### src/rtl/aes_pkg.sv
// aes_pkg: shared AES widths, round counts and round-index type
package aes_pkg;
  localparam int AES_BLOCK_W = 128;
  localparam int NR_128 = 10;
  localparam int NR_192 = 12;
  localparam int NR_256 = 14;
  typedef logic [3:0] round_idx_t;
endpackage

### src/rtl/round_key_bank.sv
// round_key_bank: NR+1 round-key registers, range-checked write port, async read port
module round_key_bank import aes_pkg::*; #(
  parameter int NR = NR_128,
  parameter int BLOCK_W = AES_BLOCK_W,
  parameter int IDX_W = $bits(round_idx_t)
) (
  input  logic               clk,
  input  logic               rst,
  input  logic               wr_en,
  input  logic [IDX_W-1:0]   wr_idx,
  input  logic [BLOCK_W-1:0] wr_data,
  input  logic [IDX_W-1:0]   rd_idx,
  output logic [BLOCK_W-1:0] rd_data,
  output logic               err
);
  logic [BLOCK_W-1:0] keys [NR+1];
  assign rd_data = keys[rd_idx];
  always_ff @(posedge clk or posedge rst)
    if (rst) begin
      for (int i = 0; i <= NR; i++) keys[i] <= '0;
      err <= 1'b0;
    end else if (wr_en) begin
      if (wr_idx <= IDX_W'(NR)) keys[wr_idx] <= wr_data;
      else err <= 1'b1;
    end
endmodule

### src/rtl/inv_add_round_key_seq.sv
// inv_add_round_key_seq: streams decryption states through XOR with round keys NR..0
module inv_add_round_key_seq import aes_pkg::*; #(
  parameter int NR = NR_128,
  parameter int BLOCK_W = AES_BLOCK_W,
  parameter int IDX_W = $bits(round_idx_t)
) (
  input  logic               clk,
  input  logic               rst,
  input  logic               key_wr_en,
  input  logic [IDX_W-1:0]   key_wr_idx,
  input  logic [BLOCK_W-1:0] key_wr_data,
  input  logic               start,
  input  logic               in_valid,
  output logic               in_ready,
  input  logic [BLOCK_W-1:0] in_state,
  output logic               out_valid,
  input  logic               out_ready,
  output logic [BLOCK_W-1:0] out_state,
  output logic [IDX_W-1:0]   out_round,
  output logic               out_last,
  output logic               err
);
  logic [IDX_W-1:0] rptr, rsel;
  logic [BLOCK_W-1:0] key;
  logic acc;
  assign in_ready = !out_valid || out_ready;
  assign acc = in_valid && in_ready;
  // start overrides the pointer combinationally so a coincident beat uses key[NR]
  assign rsel = start ? IDX_W'(NR) : rptr;
  round_key_bank #(.NR(NR), .BLOCK_W(BLOCK_W), .IDX_W(IDX_W)) bank (
    .clk(clk), .rst(rst), .wr_en(key_wr_en), .wr_idx(key_wr_idx),
    .wr_data(key_wr_data), .rd_idx(rsel), .rd_data(key), .err(err)
  );
  always_ff @(posedge clk or posedge rst)
    if (rst) begin
      rptr <= IDX_W'(NR);
      out_valid <= 1'b0;
      out_state <= '0;
      out_round <= '0;
      out_last <= 1'b0;
    end else begin
      if (acc) begin
        out_state <= in_state ^ key;
        out_round <= rsel;
        out_last <= rsel == '0;
        rptr <= rsel == '0 ? IDX_W'(NR) : rsel - 1'b1;
      end else if (start) rptr <= IDX_W'(NR);
      if (acc) out_valid <= 1'b1;
      else if (out_ready) out_valid <= 1'b0;
    end
endmodule

### config.mk
export PLATFORM = sky130hd
export DESIGN_NAME = inv_add_round_key_seq
export DESIGN_NICKNAME = d
export VERILOG_FILES = /design/src/rtl/aes_pkg.sv /design/src/rtl/round_key_bank.sv /design/src/rtl/inv_add_round_key_seq.sv
export SDC_FILE = /design/constraint.sdc
export NUM_CORES = 2
export LEC_CHECK = 0
export CAP_MARGIN = 25
export CORE_ASPECT_RATIO = 0.8
export CORE_MARGIN = 2
export CORE_UTILIZATION = 48
export CTS_BUF_LIST = sky130_fd_sc_hd__clkbuf_16
export DETAILED_ROUTE_END_ITERATION = 7
export GPL_TIMING_DRIVEN = 0
export HOLD_SLACK_MARGIN = 0.1
export PLACE_DENSITY_LB_ADDON = 0.1
export SYNTH_ARGS = -nofsm -noshare
export SYNTH_HDL_FRONTEND = slang
export SYNTH_SLANG_ARGS = --single-unit
### constraint.sdc
create_clock -name clk -period 57 [get_ports clk]
set_clock_uncertainty 0.1 [all_clocks]
set_input_delay 14.25 -clock clk [delete_from_list [all_inputs] [get_ports clk]]
set_output_delay 14.25 -clock clk [all_outputs]
set_load 0.1 [all_outputs]
==> reports/qor.yml <==
global_routing:
  grt_max_degree: 43
  grt_usage: 0.303
  first_global_vias: 52409
  grt_overflow: 0
  grt_first_pass_wirelength_um: 351000
  antenna_found_initial: 13
logic_synthesis:
  syn_area_per_cell_um2: 12.8
  yosys.cell_count.top_type: "dfrtp_1"
  synth_area_leader_cell: "dfrtp_1"
  ys_ff_latch: 1547
  synthesis.nets: 5971
  yosysSeqAreaShare: 0.529
  synth_cell_types: 38
  synth_common_cells: "dfrtp_1, mux2_2, clkbuf_1"
  yosysTopAreaCellShare: 0.528
  ys_warn_count: 0
  synth.area.top_cells: "dfrtp_1, mux2_2, mux2i_1"
  synth_edf_count: 0
  synth_area_um2: 73200
  syn-instance-count: 5704
  ys.flop_type: "dfrtp_1"
  ys_async_sr_fraction: 1.00
power_and_ir_drop:
  power_density_nw_per_um2: 39.2
  pwr-share-clk: 0.305
  net-switching-power_uw: 1060
  combPwrFrac: 0.253
  peakVddDrop_mv: 0.0253
  p_leak_uw: 0.0367
  p_int_uw: 2300
  p_sw_frac: 0.317
  seq_power_share: 0.442
  power.total_uw: 3360
setup_path:
  critPathTopFamily: "buffers and inverters"
  startpoint_type: "input port"
  r2r_end: "out_state[25]"
  r2r_slack_ps: 53080
  path_cells: "clkdlybuf4s50_1 > nand2b_1 > clkdlybuf4s50_1"
  cp.buffers_inverters: 2
  cp.required_ps: 42650
  critPathArrivalTime_ps: 16030
  path_class: "input port to output port"
  cpMostUsedCell: "clkdlybuf4s50_1"
  critical_path.max_fanout: 4
  critPathCaptureType: "output port"
  critPathSlowestCell: "clkdlybuf4s50_1"
  r2r_start: "rptr[1]"
  slowest_delay_ps: 1160
  reg2reg_depth: 7
placement:
  dpl_cell_area_um2: 80800
  globalplace.congestion: 0.892
  hpwl_um: 171000
  dp_slack_ps: 26620
  io_buffers: 401
drt:
  drt-pass1-iter-count: 7
  wl_per_cell_um: 28.0
  post-route-drc-count: 0
  wl_um: 237000
  drtAntennaViolNets: 0
  vias_per_cell: 6.05
  drt_iter0_drc: 3579
  vias: 51304
sta:
  maxSlewHeadroom: 0.261
  period_share: 0.533
  setup_ws_ps: 26620
  setup_viol: 0
  period_minus_slack_ps: 30380
  worst_slew_pin_slew_ps: 1110
  hold_viol: 0
  setup_tns_ps: 0
  clock.fmax_mhz: 32.9
  drv_slew: 0
  rsz0062_at_grt: "false"
clocking:
  cts_htree_levels: 4
  ctsHoldBuffers: 0
  root_buffer: "clkbuf_16"
  numCtsBuffers: 161
  clk_latency_ps: 800
  cts-resized-gates: 0
  postCtsSetupRepairBufs: 0
  cts_tree: "done"
  clk_pin_slew_ps: 60
  clkSinkCount: 1547
  clockBufferDepth: 3
layout:
  seqCellArea_um2: 38700
  fin_area_um2: 85800
  drive_above_1_share: 0.295
  fill_cells: 12802
  area_growth_syn_to_layout_pct: 17.3
  finish.utilization: 0.565
  multi_input_area_um2: 32000
  fin_nets: 6591
outcome:
  status: "finished clean"
worst_hold_path:
  holdPathEnd: "bank.err"
  holdPathStages: 1
  hp-class: "register to register"
  hold_start: "bank.err"
floorplan:
  coreArea_um2: 152000
  start_util: 0.482
  die-area_um2: 156000
  rows: 128
  die_y_um: 353
  io_pins: 402
  die-width_um: 441
flow_run:
  cap_violations: 0
placed cells by master, fill, tap and decap left out, types with 11 or more instances in the layout:
cell | Yosys | final
and3_1 | 166 | 166
clkbuf_16 | 0 | 166
clkinv_1 | 0 | 31
or4_1 | 44 | 44
mux2i_1 | 385 | 385
nand2b_1 | 94 | 94
or2_1 | 61 | 61
clkinv_2 | 0 | 24
nor3b_1 | 47 | 47
o21ai_0 | 93 | 93
o211ai_1 | 44 | 44
a22o_1 | 166 | 166
a32oi_1 | 128 | 128
clkdlybuf4s50_1 | 0 | 401
inv_1 | 3 | 43
a22oi_1 | 128 | 128
o221ai_1 | 44 | 44
or2_0 | 14 | 14
bufinv_16 | 0 | 11
nand2_1 | 145 | 145
a21oi_1 | 129 | 129
or2_2 | 54 | 54
buf_12 | 0 | 45
o21bai_1 | 130 | 130
a2111oi_0 | 83 | 83
diode_2 | 0 | 13
or3_1 | 85 | 85
buf_1 | 23 | 23
buf_4 | 28 | 28
dfrtp_1 | 1545 | 1545
clkbuf_1 | 447 | 443
buf_2 | 92 | 92
a211o_1 | 44 | 44
mux2_2 | 1452 | 1452
registers in the layout, summed over array words and instances, names as in the netlist:
| name | cells |
|---|---|
| bank.keys | 1408 |
| out_round | 4 |
| out_state | 128 |
| out_last | 1 |
| bank.err | 1 |
| rptr | 4 |
| out_valid | 1 |
routing by layer:
metal / share of wire / up-vias / GRT usage
met5: 0.000068 / - / 0
met2: 0.46 / 1452 / 0.473
met1: 0.44 / 27038 / 0.422
met3: 0.049 / 380 / 0.0415
met4: 0.047 / 2 / 0.137
li1: - / 22432 / -
worst max-delay path by stage:
stage | from | end | slack (ps) | cells past startpoint
final | out_ready | in_ready | 26620 | 3
after floorplan | rst | bank.err | 21220 | 1
after CTS | out_ready | in_ready | 26620 | 3
after global placement | rst | bank.keys[694] | 11570 | 2
after detailed placement | out_ready | in_ready | 26620 | 3
after global routing | out_ready | in_ready | 26600 | 3
cell families after synthesis:
logic type               count (synthesis)  synth area share
AO/OA/AOI/OAI                          993             0.102
AND/OR/NAND/NOR                        733            0.0589
flip-flops                            1547             0.529
buffers and inverters                  593            0.0334
multiplexers                          1837             0.276
adder cells (fa/ha/maj)                  1          0.000171
power groups by stage:
stage               sequential (uW)  clock [uW]  combinational [uW]
finish                         1490        1020                 849
global route                   1510        1080                 905
CTS                            1480        1040                 851
detailed placement             1500           0                 847
global placement               1510           0                 821
floorplan                      1640           0                 461
area by class of cell:
type,instances,share of cell area
Sequential cell,1547,0.451
Inverter,3,0.000175
Clock buffer,166,0.0484
Timing Repair Buffer,457,0.0596
Clock inverter,118,0.00953
Antenna cell,13,0.000379
Buffer,590,0.0284
Multi-Input combinational cell,3564,0.373
Tap cell,2015,0.0294
per-stage QoR:
step / instances / hold slack, ps
after global placement: 8120 / 371
after CTS: 8460 / 384
after floorplan: 5704 / 371
after detailed placement: 8176 / 366
after global routing: 8463 / 406
final: 8473 / 383
(Power assumes the default switching activity.)
